### src/rtl/sync_fifo_ctrl_pkg.sv
// Shared defaults for the synchronous FIFO controller, used by system-level instantiation.
package sync_fifo_ctrl_pkg;

  localparam int unsigned DEF_DATA_WIDTH = 8;
  localparam int unsigned DEF_ADDR_WIDTH = 3;
  localparam int unsigned DEF_AF_THR     = 6;
  localparam int unsigned DEF_AE_THR     = 2;

endpackage

### src/rtl/sync_fifo_ctrl_if.sv
// Request/status bundle between a FIFO user (master) and the FIFO controller (slave).
interface sync_fifo_ctrl_if #(
  parameter int unsigned DATA_WIDTH = 8,
  parameter int unsigned ADDR_WIDTH = 3
);

  logic                  wr_inc;
  logic [DATA_WIDTH-1:0] wr_data;
  logic                  rd_inc;
  logic                  clr_err;
  logic [DATA_WIDTH-1:0] rd_data;
  logic                  rd_valid;
  logic                  full;
  logic                  empty;
  logic                  almost_full;
  logic                  almost_empty;
  logic [ADDR_WIDTH:0]   count;
  logic                  ovf;
  logic                  udf;

  modport master (
    output wr_inc, wr_data, rd_inc, clr_err,
    input  rd_data, rd_valid, full, empty, almost_full, almost_empty, count, ovf, udf
  );

  modport slave (
    input  wr_inc, wr_data, rd_inc, clr_err,
    output rd_data, rd_valid, full, empty, almost_full, almost_empty, count, ovf, udf
  );

endinterface

### src/rtl/fifo_dp_ram.sv
// FIFO storage: synchronous write port, combinational read by address, no reset.
module fifo_dp_ram #(
  parameter int unsigned DATA_WIDTH = 8,
  parameter int unsigned ADDR_WIDTH = 3
) (
  input  logic                  i_clk,
  input  logic                  i_we,
  input  logic [ADDR_WIDTH-1:0] i_waddr,
  input  logic [DATA_WIDTH-1:0] i_wdata,
  input  logic [ADDR_WIDTH-1:0] i_raddr,
  output logic [DATA_WIDTH-1:0] o_rdata
);

  localparam int unsigned Depth = 1 << ADDR_WIDTH;

  logic [DATA_WIDTH-1:0] r_mem [Depth];

  always_ff @(posedge i_clk) begin
    if (i_we) begin
      r_mem[i_waddr] <= i_wdata;
    end
  end

  assign o_rdata = r_mem[i_raddr];

endmodule

### src/rtl/sync_fifo_ctrl.sv
// Synchronous FIFO controller: pointers, occupancy, registered flags, sticky errors, read register.
module sync_fifo_ctrl
  import sync_fifo_ctrl_pkg::*;
#(
  parameter int unsigned DATA_WIDTH = DEF_DATA_WIDTH,
  parameter int unsigned ADDR_WIDTH = DEF_ADDR_WIDTH,
  parameter int unsigned AF_THR     = DEF_AF_THR,
  parameter int unsigned AE_THR     = DEF_AE_THR
) (
  input  logic            i_clk,
  input  logic            i_rst,
  sync_fifo_ctrl_if.slave bus
);

  localparam int unsigned Cw = ADDR_WIDTH + 1;
  localparam logic [Cw-1:0] CntOne = Cw'(1);
  localparam logic [Cw-1:0] AfLim  = Cw'(AF_THR);
  localparam logic [Cw-1:0] AeLim  = Cw'(AE_THR);

  logic [Cw-1:0]         r_wr_ptr, r_rd_ptr, r_count;
  logic [DATA_WIDTH-1:0] r_rd_data;
  logic                  r_rd_valid, r_full, r_empty, r_af, r_ae, r_ovf, r_udf;

  logic                  w_wr_acc, w_rd_acc;
  logic [Cw-1:0]         w_wr_ptr_d, w_rd_ptr_d, w_count_d;
  logic                  w_full_d, w_empty_d;
  logic [DATA_WIDTH-1:0] w_ram_rdata;

  // A write into a full FIFO is legal only when a read frees a slot in the same cycle.
  assign w_rd_acc = bus.rd_inc && !r_empty;
  assign w_wr_acc = bus.wr_inc && (!r_full || w_rd_acc);

  assign w_wr_ptr_d = w_wr_acc ? r_wr_ptr + CntOne : r_wr_ptr;
  assign w_rd_ptr_d = w_rd_acc ? r_rd_ptr + CntOne : r_rd_ptr;

  always_comb begin
    w_count_d = r_count;
    if (w_wr_acc && !w_rd_acc) begin
      w_count_d = r_count + CntOne;
    end else if (w_rd_acc && !w_wr_acc) begin
      w_count_d = r_count - CntOne;
    end
  end

  assign w_full_d  = (w_wr_ptr_d[ADDR_WIDTH-1:0] == w_rd_ptr_d[ADDR_WIDTH-1:0]) &&
                     (w_wr_ptr_d[ADDR_WIDTH] != w_rd_ptr_d[ADDR_WIDTH]);
  assign w_empty_d = (w_wr_ptr_d == w_rd_ptr_d);

  fifo_dp_ram #(
    .DATA_WIDTH (DATA_WIDTH),
    .ADDR_WIDTH (ADDR_WIDTH)
  ) u_ram (
    .i_clk   (i_clk),
    .i_we    (w_wr_acc && !i_rst),
    .i_waddr (r_wr_ptr[ADDR_WIDTH-1:0]),
    .i_wdata (bus.wr_data),
    .i_raddr (r_rd_ptr[ADDR_WIDTH-1:0]),
    .o_rdata (w_ram_rdata)
  );

  always_ff @(posedge i_clk) begin
    if (i_rst) begin
      r_wr_ptr   <= '0;
      r_rd_ptr   <= '0;
      r_count    <= '0;
      r_rd_data  <= '0;
      r_rd_valid <= 1'b0;
      r_full     <= 1'b0;
      r_empty    <= 1'b1;
      r_af       <= 1'b0;
      r_ae       <= 1'b1;
      r_ovf      <= 1'b0;
      r_udf      <= 1'b0;
    end else begin
      r_wr_ptr   <= w_wr_ptr_d;
      r_rd_ptr   <= w_rd_ptr_d;
      r_count    <= w_count_d;
      r_rd_valid <= w_rd_acc;
      if (w_rd_acc) begin
        r_rd_data <= w_ram_rdata;
      end
      r_full  <= w_full_d;
      r_empty <= w_empty_d;
      r_af    <= (w_count_d >= AfLim);
      r_ae    <= (w_count_d <= AeLim);
      // A fresh error in the clearing cycle keeps its flag set.
      r_ovf   <= (bus.wr_inc && r_full && !w_rd_acc) || (r_ovf && !bus.clr_err);
      r_udf   <= (bus.rd_inc && r_empty) || (r_udf && !bus.clr_err);
    end
  end

  assign bus.rd_data      = r_rd_data;
  assign bus.rd_valid     = r_rd_valid;
  assign bus.full         = r_full;
  assign bus.empty        = r_empty;
  assign bus.almost_full  = r_af;
  assign bus.almost_empty = r_ae;
  assign bus.count        = r_count;
  assign bus.ovf          = r_ovf;
  assign bus.udf          = r_udf;

endmodule

### src/flat_wrapper.sv
// flat-port wrapper written by rule: the top's interface ports become plain ports
module sync_fifo_ctrl_flat import sync_fifo_ctrl_pkg::*;
#(
  parameter int unsigned DATA_WIDTH = DEF_DATA_WIDTH,
  parameter int unsigned ADDR_WIDTH = DEF_ADDR_WIDTH,
  parameter int unsigned AF_THR     = DEF_AF_THR,
  parameter int unsigned AE_THR     = DEF_AE_THR
)
  (i_clk, i_rst, bus_wr_inc, bus_wr_data, bus_rd_inc, bus_clr_err, bus_rd_data, bus_rd_valid, bus_full, bus_empty, bus_almost_full, bus_almost_empty, bus_count, bus_ovf, bus_udf);
  sync_fifo_ctrl_if #(.DATA_WIDTH(DATA_WIDTH), .ADDR_WIDTH(ADDR_WIDTH)) bus_i ();
  input  logic i_clk;
  input  logic i_rst;
  input wire logic [$bits(bus_i.wr_inc)-1:0] bus_wr_inc;
  input wire logic [$bits(bus_i.wr_data)-1:0] bus_wr_data;
  input wire logic [$bits(bus_i.rd_inc)-1:0] bus_rd_inc;
  input wire logic [$bits(bus_i.clr_err)-1:0] bus_clr_err;
  output wire logic [$bits(bus_i.rd_data)-1:0] bus_rd_data;
  output wire logic [$bits(bus_i.rd_valid)-1:0] bus_rd_valid;
  output wire logic [$bits(bus_i.full)-1:0] bus_full;
  output wire logic [$bits(bus_i.empty)-1:0] bus_empty;
  output wire logic [$bits(bus_i.almost_full)-1:0] bus_almost_full;
  output wire logic [$bits(bus_i.almost_empty)-1:0] bus_almost_empty;
  output wire logic [$bits(bus_i.count)-1:0] bus_count;
  output wire logic [$bits(bus_i.ovf)-1:0] bus_ovf;
  output wire logic [$bits(bus_i.udf)-1:0] bus_udf;
  assign bus_i.wr_inc = bus_wr_inc;
  assign bus_i.wr_data = bus_wr_data;
  assign bus_i.rd_inc = bus_rd_inc;
  assign bus_i.clr_err = bus_clr_err;
  assign bus_rd_data = bus_i.rd_data;
  assign bus_rd_valid = bus_i.rd_valid;
  assign bus_full = bus_i.full;
  assign bus_empty = bus_i.empty;
  assign bus_almost_full = bus_i.almost_full;
  assign bus_almost_empty = bus_i.almost_empty;
  assign bus_count = bus_i.count;
  assign bus_ovf = bus_i.ovf;
  assign bus_udf = bus_i.udf;
  sync_fifo_ctrl #(.DATA_WIDTH(DATA_WIDTH), .ADDR_WIDTH(ADDR_WIDTH), .AF_THR(AF_THR), .AE_THR(AE_THR)) u_core (.i_clk(i_clk), .i_rst(i_rst), .bus(bus_i));
endmodule
### config.mk
export PLATFORM = sky130hd
export DESIGN_NAME = sync_fifo_ctrl_flat
export DESIGN_NICKNAME = d
export VERILOG_FILES = /design/src/rtl/sync_fifo_ctrl_pkg.sv /design/src/rtl/sync_fifo_ctrl_if.sv /design/src/rtl/fifo_dp_ram.sv /design/src/rtl/sync_fifo_ctrl.sv /design/src/flat_wrapper.sv
export SDC_FILE = /design/constraint.sdc
export NUM_CORES = 1
export LEC_CHECK = 0
export ABC_AREA = 1
export BUFFER_PORTS_ARGS = -buffer_cell sky130_fd_sc_hd__buf_2
export CAP_MARGIN = 40
export CORE_MARGIN = 2
export CORE_UTILIZATION = 63
export DETAILED_ROUTE_END_ITERATION = 12
export PLACE_DENSITY = 0.83
export REMOVE_ABC_BUFFERS = 1
export SYNTH_ARGS = -nofsm -noshare
export SYNTH_HDL_FRONTEND = slang
export SYNTH_SLANG_ARGS = --single-unit
### constraint.sdc
create_clock -name i_clk -period 3.35 [get_ports i_clk]
set_input_delay 1.005 -clock i_clk [delete_from_list [all_inputs] [get_ports i_clk]]
set_output_delay 1.005 -clock i_clk [all_outputs]
set_load 0.005 [all_outputs]
==> results of run 1 <==
cell usage after synthesis, types with 4 or more instances:
cell type  instances
nor3_1             6
o211ai_1           7
buf_2              8
xnor2_1            4
nand2_1           51
edfxtp_1          64
o21ai_0           40
nand3_1           14
ha_1               4
o21ai_1           11
nand2_2           12
a21oi_1           14
nor2_1            54
o22ai_1            9
inv_1             24
dfxtp_1           27
layout make-up:
| cell class | count | share of cell area |
|---|---|---|
| well taps | 75 | 0.0216 |
| flip-flops and latches | 91 | 0.567 |
| multi-input cells | 240 | 0.285 |
| clock buffers | 11 | 0.0303 |
| clock inverters | 5 | 0.0196 |
| repair buffers | 41 | 0.0530 |
| inverters | 27 | 0.0233 |
per-layer routing:
| layer | share of wire | vias to the layer above |
|---|---|---|
| met5 | 0 | - |
| met4 | 0.023 | 0 |
| met3 | 0.082 | 15 |
| met2 | 0.47 | 131 |
| met1 | 0.42 | 1343 |
| li1 | - | 1362 |
power groups by stage:
stage / logic [µW] / registers [µW] / clock network, µW
detailed placement: 298 / 1300 / 0
floorplan: 175 / 1310 / 0
global placement: 287 / 1300 / 0
finish: 303 / 1270 / 805
global route: 342 / 1280 / 848
CTS: 300 / 1270 / 810
path summary, 6_finish.rpt:
check                   startpoint                        to  slack (ns)  cells past startpoint
setup / recovery             i_rst  u_core.u_ram.r_mem[7][4]        1.04                      4
hold / removal      u_core.bus.ovf            u_core.bus.ovf        0.46                      2
setup reg to reg  u_core.bus.empty  u_core.u_ram.r_mem[7][4]        1.43                      5
hold reg to reg     u_core.bus.ovf            u_core.bus.ovf        0.46                      2
layout by cell type (no fill, tap or decap), types with 3 or more instances in the layout:
cell / netlist / layout
dfxtp_1: 27 / 27
o211ai_1: 7 / 7
nor2_1: 54 / 54
nand3_1: 14 / 14
buf_4: 3 / 10
nand2_2: 12 / 12
buf_2: 8 / 31
nand2_1: 51 / 51
o21ai_0: 40 / 40
inv_1: 24 / 24
nor3_1: 6 / 6
xnor2_1: 4 / 4
inv_2: 3 / 3
clkbuf_8: 0 / 9
a21oi_1: 14 / 14
o21ai_1: 11 / 11
ha_1: 4 / 4
edfxtp_1: 64 / 64
o22ai_1: 9 / 9
worst max-delay path: cells and delay by family:
family,cells,cell delay [ns]
buffers and inverters,2,0.61
AND/OR/NAND/NOR,2,0.70
kinds of logic (layout without fill, tap and decap cells):
kind of cell | Yosys count | after routing | share of synthesized area
simple gates | 146 | 146 | 0.169
flops | 91 | 91 | 0.630
compound gates | 85 | 85 | 0.122
buf+inv | 46 | 84 | 0.0551
xor+xnor | 5 | 5 | 0.0112
fa+ha+maj | 4 | 4 | 0.0128
sequential cells by signal, summed over array words and instances (netlist names):
| signal | cells |
|---|---|
| u_core.bus.empty | 1 |
| u_core.bus.almost_empty | 1 |
| u_core.bus.almost_full | 1 |
| u_core.bus.full | 1 |
| u_core.r_rd_ptr | 4 |
| u_core.bus.rd_data | 8 |
| u_core.bus.count | 4 |
| u_core.r_wr_ptr | 4 |
| u_core.u_ram.r_mem | 64 |
| u_core.bus.rd_valid | 1 |
| u_core.bus.udf | 1 |
| u_core.bus.ovf | 1 |
per-stage QoR:
step	instance area [µm²]	cells	utilization	setup slack, ns	total power, µW
final	4340	490	0.729	1.04	2380
after global routing	4340	490	0.729	0.952	2470
after global placement	4120	474	0.692	0.721	1590
after CTS	4340	490	0.729	1.09	2380
after floorplan	3790	358	-	0.626	1480
after detailed placement	4120	474	0.692	0.708	1600
==> results.py, run 1 <==
metrics = {
    "setup_path": {
        "cp-start-kind": "input pin",
        "required_ns": 3.35,
        "cp_slowest_cell": "nor2_1",
        "arrival_ns": 2.31,
        "slowest_delay_ns": 0.52,
        "crit_chain": "buf_2 -> inv_1 -> nand2_1 -> nor2_1",
        "end_kind": "flop",
        "cp_max_fo": 19,
        "critical_path_class": "in2reg",
    },
    "sta": {
        "tightest_slew_ns": 0.629,
        "fin_skew_ns": 0.00931,
        "max_freq_mhz": 432,
        "hold_viol_final": 0,
        "report.final.setup_viol": 0,
        "fin_crit_ns": 2.31,
        "fin_crit_sh": 0.691,
        "drv_slew": 0,
        "max-slew-margin-rel": 0.579,
        "fin_hold_ws_ns": 0.463,
        "fin_setup_tns_ns": 0,
        "rsz0062_at_grt": "no",
    },
    "floorplanning": {
        "boundaryPins": 32,
        "core_mm2": 0.00596,
        "die_area_mm2": 0.00685,
        "start_util": 0.656,
        "num_rows": 28,
        "die_x_um": 82.8,
        "die_y_um": 82.8,
    },
    "layout": {
        "syn_to_final_growth_pct": 11.1,
        "seq_area_mm2": 0.00246,
        "nNetsFinal": 427,
        "fillCellCount": 407,
        "num_antenna_cells": 0,
        "drive_above_1_share": 0.193,
        "multi_input_area_mm2": 0.00124,
    },
    "global_routing": {
        "use_met1": 0.358,
        "antenna_found_initial": 0,
        "grt-ovfl-total": 0,
        "met3_usage": 0.0565,
        "globalRouteMet2Util": 0.398,
        "first_global_vias": 2619,
        "grt_max_degree": 34,
        "grtUsageTotal": 0.262,
        "busiest_layer": "met2",
        "grt_pass1_wl_mm": 12.6,
    },
    "detailed_routing": {
        "num_vias": 2851,
        "drc_errors": 0,
        "totalWireLength_mm": 8.13,
        "ant_nets": 0,
        "drt_first_pass_iters": 5,
        "routedWlPerCell_um": 16.6,
        "viasPerCell": 5.82,
        "drtIter0Drc": 374,
    },
    "placement": {
        "gp_congestion": 0.889,
        "io_buffers": 31,
        "hpwl_mm": 5.26,
    },
    "clocking": {
        "cts_buffer_depth": 2,
        "cts_hold_buf": 0,
        "postCtsSetupRepairBufs": 0,
        "clkSinkCount": 91,
        "cts_resized": 0,
        "clk_pin_slew_ns": 0.08,
        "clkLatencyLatePin_ns": 0.37,
        "htree_levels": 3,
        "clock-root-buffer": "clkbuf_8",
        "cts_tree": "yes",
        "numCtsBuffers": 9,
    },
    "power_and_ir_drop": {
        "p_sw_uw": 609,
        "p_comb_frac": 0.127,
        "power_leakage_uw": 0.00168,
        "p_seq_frac": 0.535,
        "internal_power_uw": 1770,
        "pwr-share-clk": 0.338,
        "vdd_drop_max_uv": 424,
        "swShare": 0.256,
        "power.density_mw_per_mm2": 549,
    },
    "synth": {
        "synthCells": 377,
        "yosysWarnings": 0,
        "synthArstFlopShare": 0,
        "synth_edf_count": 64,
        "synth_area_mm2": 0.00391,
        "synth_seq_area_share": 0.630,
        "synth-seq-cells": 91,
        "synth_top_area_frac": 0.492,
        "synth_area_leaders": "edfxtp_1, dfxtp_1, nor2_1",
        "synth_ff_type": "edfxtp_1",
        "synth.distinct_cells": 33,
        "syn_avg_cell_area_um2": 10.4,
        "synth_area_leader_cell": "edfxtp_1",
    },
    "hold_path": {
        "hold_path.class": "reg2reg",
    },
    "run": {
        "maxCapViolCount": 0,
    },
    "run_status": {
        "status": "completed",
    },
}
Note: power is estimated with default switching activity, not from simulation.
==> run 2, diff against run 1 <==
Settings changed: ABC_AREA 1 to 0, CORE_UTILIZATION 63 to 53, PLACE_DENSITY 0.83 to 0.75.
Clock period 3.35 ns to 1.9 ns, I/O delays scaled along.
==> run 2 against run 1 <==
Total power rose by 66%. Critical endpoint is now u_core.u_ram.r_mem[1][0]. Non-clock buffer count rose by 17. Via count fell by 25%. Largest cell class unchanged. Sequential share of layout area rose by 0.53 points. Highest routed layer unchanged. Sequential power rose by 76%.
==> results.py, run 2 <==
metrics = {
    "sta": {
        "tightest_slew_ns": 0.359,
        "rsz0062_at_grt": "no",
        "fin_crit_ns": 1.76,
        "fin_crit_sh": 0.924,
        "max-slew-margin-rel": 0.758,
        "hold_viol_final": 0,
        "report.final.setup_viol": 0,
        "fin_skew_ns": 0.0138,
        "fin_setup_tns_ns": 0,
        "drv_slew": 0,
        "max_freq_mhz": 569,
    },
    "clocking": {
        "htree_levels": 3,
        "clkLatencyLatePin_ns": 0.35,
        "cts_hold_buf": 0,
        "cts_resized": 0,
        "postCtsSetupRepairBufs": 0,
        "numCtsBuffers": 9,
        "clock-root-buffer": "clkbuf_8",
        "clkSinkCount": 91,
        "cts_buffer_depth": 2,
        "cts_tree": "yes",
        "clk_pin_slew_ns": 0.10,
    },
    "power_and_ir_drop": {
        "power.density_mw_per_mm2": 917,
        "internal_power_uw": 2940,
        "p_comb_frac": 0.128,
        "swShare": 0.253,
        "vdd_drop_max_uv": 440,
        "p_seq_frac": 0.568,
        "pwr-share-clk": 0.304,
        "power_leakage_uw": 0.00150,
        "p_sw_uw": 998,
    },
    "synth": {
        "syn_avg_cell_area_um2": 15.8,
        "synth-seq-cells": 91,
        "synthCells": 235,
        "synth_area_leaders": "edfxtp_1, dfxtp_1, mux4_2",
        "synth_commonest_cells": "edfxtp_1, dfxtp_1, nor2_1",
        "synthArstFlopShare": 0,
        "synth_seq_area_share": 0.665,
        "synth_edf_count": 64,
        "synth_ff_type": "edfxtp_1",
        "yosysWarnings": 0,
        "synth_area_leader_cell": "edfxtp_1",
        "synth_top_area_frac": 0.519,
        "synth_area_mm2": 0.00370,
        "synth_most_common_cell": "edfxtp_1",
        "synth.distinct_cells": 45,
    },
    "global_routing": {
        "first_global_vias": 2054,
        "globalRouteMet2Util": 0.313,
        "grt-ovfl-total": 0,
        "busiest_layer": "met2",
        "met3_usage": 0.0386,
        "use_met1": 0.246,
        "grt_pass1_wl_mm": 10.6,
        "antenna_found_initial": 0,
        "grt_max_degree": 22,
        "grtUsageTotal": 0.190,
    },
    "setup_path": {
        "cp_slowest_cell": "dfxtp_1",
        "crit_path_end": "u_core.u_ram.r_mem[1][0]",
        "critical_path_class": "reg2reg",
        "reg2reg_depth": 5,
        "required_ns": 1.96,
        "slowest_delay_ns": 0.37,
        "r2r_end": "u_core.u_ram.r_mem[1][0]",
        "ff2ff_setup_slack_ns": 0.14,
        "critical_path.top_delay_family": "simple AND/OR/NAND/NOR gates",
        "cp-start-kind": "flop",
        "arrival_ns": 1.82,
        "crit_chain": "nand2b_1 -> a21boi_2 -> nand2_1 -> nor4_1 -> buf_4",
        "path_buf_inv": 1,
        "cp.depth": 5,
        "regToRegStartpoint": "u_core.bus.empty",
        "startpoint": "u_core.bus.empty",
        "end_kind": "flop",
        "cp_max_fo": 8,
    },
    "run_status": {
        "status": "completed",
    },
    "floorplanning": {
        "die_area_mm2": 0.00767,
        "num_rows": 30,
        "die_y_um": 87.6,
        "die_x_um": 87.6,
        "core_mm2": 0.00679,
        "start_util": 0.545,
        "boundaryPins": 32,
    },
    "detailed_routing": {
        "ant_nets": 0,
        "drc_errors": 0,
        "drtIter0Drc": 156,
        "routedWlPerCell_um": 17.0,
        "viasPerCell": 5.43,
        "drt_first_pass_iters": 4,
        "num_vias": 2129,
        "totalWireLength_mm": 6.68,
    },
    "layout": {
        "syn_to_final_growth_pct": 16.1,
        "multi_input_area_mm2": 0.00114,
        "final_core_util": 0.633,
        "fillCellCount": 491,
        "final_cell_mix": "edfxtp_1, buf_2, dfxtp_1, nor2_1, buf_4",
        "nNetsFinal": 308,
        "largest_reg_flops": 64,
        "final_common_cell": "edfxtp_1",
        "num_antenna_cells": 0,
        "drive_above_1_share": 0.345,
        "max_flop_register": "u_core.u_ram.r_mem",
        "seq_area_mm2": 0.00246,
    },
    "placement": {
        "io_buffers": 31,
        "gp_congestion": 0.778,
        "hpwl_mm": 4.68,
    },
    "run": {
        "maxCapViolCount": 0,
    },
    "hold_path": {
        "hold_path.class": "in2reg",
    },
}
[run 2: cells by family (layout without fill, tap and decap cells)]
| group | count (synthesis) | in the layout | synth area share |
|---|---|---|---|
| muxes | 25 | 25 | 0.122 |
| xor gates and xnor gates | 13 | 13 | 0.0307 |
| DFF | 91 | 91 | 0.665 |
| buffers and inverters | 17 | 78 | 0.0280 |
| and+or+nand+nor | 60 | 60 | 0.0905 |
| AOI/OAI and AO/OA | 25 | 25 | 0.0510 |
| adders and majority gates | 4 | 4 | 0.0135 |
[run 2: worst min-delay path by stage]
stage	cells past startpoint	endpoint	start	slack, ns
global route	1	u_core.u_ram.r_mem[0][2]	bus_wr_data[2]	0.48
global placement	2	u_core.bus.ovf	u_core.bus.ovf	0.47
CTS	1	u_core.u_ram.r_mem[0][2]	bus_wr_data[2]	0.46
floorplan	2	u_core.bus.ovf	u_core.bus.ovf	0.48
finish	1	u_core.u_ram.r_mem[1][2]	bus_wr_data[2]	0.48
detailed placement	2	u_core.bus.ovf	u_core.bus.ovf	0.48
[run 2: stage by stage]
step	worst slack, ns	power, µW	hold slack [ns]	instances	cell area [µm²]
CTS	0.169	3980	0.464	392	4300
floorplan	-0.373	2590	0.476	222	3620
detailed placement	-0.0401	2800	0.481	376	4120
finish	0.144	3940	0.476	392	4300
global route	0.0159	4120	0.476	392	4300
global placement	0.00462	2780	0.465	376	4120
[run 2: final cells by class]
| type | instances | area share |
|---|---|---|
| clock buffers | 9 | 0.0288 |
| clock inverters | 7 | 0.0134 |
| inverters | 4 | 0.00349 |
| multi-input cells | 127 | 0.265 |
| flip-flops and latches | 91 | 0.573 |
| well taps | 96 | 0.0279 |
| repair buffers | 58 | 0.0890 |
[run 2: power by group through the flow]
stage                     logic (µW)  clock network, µW  registers (µW)
final                            506               1200            2240
after global routing             561               1310            2250
after CTS                        513               1220            2240
after detailed placement         511                  0            2280
after global placement           501                  0            2280
after floorplan                  273                  0            2310
[run 2: layer usage]
layer  routed length [µm]  part of all wire  vias up
met2                 3390              0.51       65
met5                    0                 0        -
met3                  255             0.038       17
met1                 2900              0.43     1043
li1                     -                 -     1004
met4                  133             0.020        0
==> run 3, diff against run 2 <==
Settings changed: PLACE_DENSITY 0.75 to unset, PLACE_DENSITY_LB_ADDON set to 0.3, SKIP_LAST_GASP set to 1.
==> run 3 against run 2 <==
Combinational power shrank 1%. Critical path type unchanged. Clock skew shrank 0.00098 ns. Final area shrank 0.23%. Utilization shrank 0.15 points. Worst hold slack gained 0.0015 ns.
==> results.py, run 3 (same netlist as run 2, synthesis figures left out) <==
metrics = {
    "floorplanning": {
        "start_util": 0.545,
        "core_mm2": 0.00679,
        "die_y_um": 87.6,
        "die_x_um": 87.6,
        "boundaryPins": 32,
        "num_rows": 30,
        "die_area_mm2": 0.00767,
    },
    "detailed_routing": {
        "routedWlPerCell_um": 16.8,
        "drt_first_pass_iters": 5,
        "drtIter0Drc": 66,
        "ant_nets": 0,
        "drc_errors": 0,
        "num_vias": 2091,
        "viasPerCell": 5.36,
        "totalWireLength_mm": 6.55,
    },
    "setup_path": {
        "crit_top_cell": "xnor2_1",
        "critical_path_class": "reg2reg",
        "reg2reg_depth": 6,
        "slowest_delay_ns": 0.45,
        "cp_max_fo": 4,
        "crit_chain": "ha_1 -> nand3b_1 -> xnor2_1 -> xnor2_1 -> nor4b_2 -> nor3b_2",
        "end_kind": "flop",
        "critical_path.top_delay_family": "simple AND/OR/NAND/NOR gates",
        "cp_slowest_cell": "dfxtp_1",
        "required_ns": 2.19,
        "arrival_ns": 1.95,
        "cp-start-kind": "flop",
        "ff2ff_setup_slack_ns": 0.23,
        "regToRegStartpoint": "u_core.r_rd_ptr[0]",
        "r2r_end": "u_core.bus.full",
        "path_buf_inv": 0,
    },
    "clocking": {
        "clk_pin_slew_ns": 0.10,
        "clkLatencyLatePin_ns": 0.36,
        "cts_tree": "yes",
        "cts_resized": 0,
        "htree_levels": 3,
        "cts_buffer_depth": 2,
        "postCtsSetupRepairBufs": 0,
        "clock-root-buffer": "clkbuf_8",
        "cts_hold_buf": 0,
        "clkSinkCount": 91,
        "numCtsBuffers": 9,
    },
    "hold_path": {
        "hold_path.class": "in2reg",
        "hold_path_end": "u_core.u_ram.r_mem[7][0]",
        "worstHoldPathCells": 1,
        "worstHoldStart": "bus_wr_data[0]",
    },
    "placement": {
        "dp_slack_ns": -0.0452,
        "io_buffers": 31,
        "hpwl_mm": 4.52,
        "dp_cells": 374,
        "gp_congestion": 0.837,
    },
    "global_routing": {
        "antenna_found_initial": 0,
        "grt_pass1_wl_mm": 10.5,
        "grt-ovfl-total": 0,
        "grt_max_degree": 18,
        "grtUsageTotal": 0.189,
        "first_global_vias": 1994,
    },
    "sta": {
        "fin_crit_ns": 1.67,
        "hold_viol_final": 0,
        "report.final.setup_viol": 0,
        "fin_skew_ns": 0.0128,
        "max-slew-margin-rel": 0.756,
        "fin_crit_sh": 0.876,
        "postLayoutSetupSlackWorst_ns": 0.235,
        "tightest_slew_ns": 0.366,
        "rsz0062_at_grt": "no",
        "max_freq_mhz": 601,
        "drv_slew": 0,
    },
    "run": {
        "maxCapViolCount": 0,
    },
    "power_and_ir_drop": {
        "swShare": 0.241,
        "p_seq_frac": 0.554,
        "power.density_mw_per_mm2": 943,
        "pwr-share-clk": 0.322,
        "p_sw_uw": 973,
        "vdd_drop_max_uv": 516,
        "internal_power_uw": 3070,
        "power_leakage_uw": 0.00149,
        "p_comb_frac": 0.124,
    },
    "layout": {
        "drive_above_1_share": 0.337,
        "syn_to_final_growth_pct": 15.8,
        "max_flop_register": "u_core.u_ram.r_mem",
        "final_cell_mix": "edfxtp_1, buf_2, dfxtp_1, nor2_1, buf_4",
        "num_antenna_cells": 0,
        "final_common_cell": "edfxtp_1",
        "final_core_util": 0.631,
        "stdcell_count": 390,
        "largest_reg_flops": 64,
        "nNetsFinal": 306,
    },
    "run_status": {
        "status": "completed",
    },
}
-- run 3: cell count changes in the layout (fill, tap and decap cells not counted) --
| cell | before | now |
|---|---|---|
| buf_12 | 2 | 1 |
| buf_4 | 25 | 24 |
| bufinv_16 | 0 | 1 |
| clkbuf_1 | 0 | 1 |
| clkinv_2 | 1 | 0 |
| inv_8 | 1 | 0 |
-- run 3: cell type report --
type / instances / area [µm²]
timing repair buffer: 56 / 355
clock inverter: 6 / 71.3
fill: 499 / 2500
inverter: 4 / 15.0
multi-input combinational: 127 / 1140
sequential: 91 / 2460
clock buffer: 10 / 128
tap: 96 / 120
-- run 3: power groups by stage --
stage	Sequential [µW]	Clock, µW	Combinational (µW)
global route	2250	1410	564
floorplan	2310	0	273
global placement	2280	0	501
detailed placement	2290	0	509
finish	2240	1300	501
CTS	2240	1320	510
-- run 3: worst max path at each step --
stage / start / end / slack [ns] / cells past startpoint
global placement: bus_rd_inc / u_core.bus.almost_full / -0.01 / 6
detailed placement: bus_rd_inc / u_core.bus.full / -0.05 / 7
global route: u_core.bus.empty / u_core.bus.full / 0.06 / 6
floorplan: bus_rd_inc / u_core.u_ram.r_mem[0][0] / -0.37 / 4
finish: u_core.r_rd_ptr[0] / u_core.bus.full / 0.23 / 6
CTS: u_core.r_rd_ptr[0] / u_core.bus.full / 0.22 / 6
-- run 3: worst reg2reg max path: stages, from the launching register on --
cell	delay [ns]
dfxtp_1	0.45
ha_1	0.19
nand3b_1	0.15
xnor2_1	0.23
xnor2_1	0.10
nor4b_2	0.29
nor3b_2	0.19
-- run 3: layer usage --
metal,wire length [µm],GRT usage,part of all wire,vias to the layer above
li1,-,-,-,1001
met1,2950,0.264,0.45,1029
met2,3220,0.298,0.49,53
met3,297,0.0377,0.045,8
met4,81,0.0699,0.012,0
met5,0,0,0,-
-- run 3: per-stage QoR --
step           cell area (µm²)  hold slack [ns]  setup TNS (ns)  total power [µW]
2_1_floorplan             3620            0.476           -8.63              2590
3_3_place_gp              4090            0.472         -0.0116              2790
3_5_place_dp              4090            0.478         -0.0645              2800
4_1_cts                   4290            0.467               0              4070
5_1_grt                   4290            0.474               0              4220
6_report                  4290            0.478               0              4040
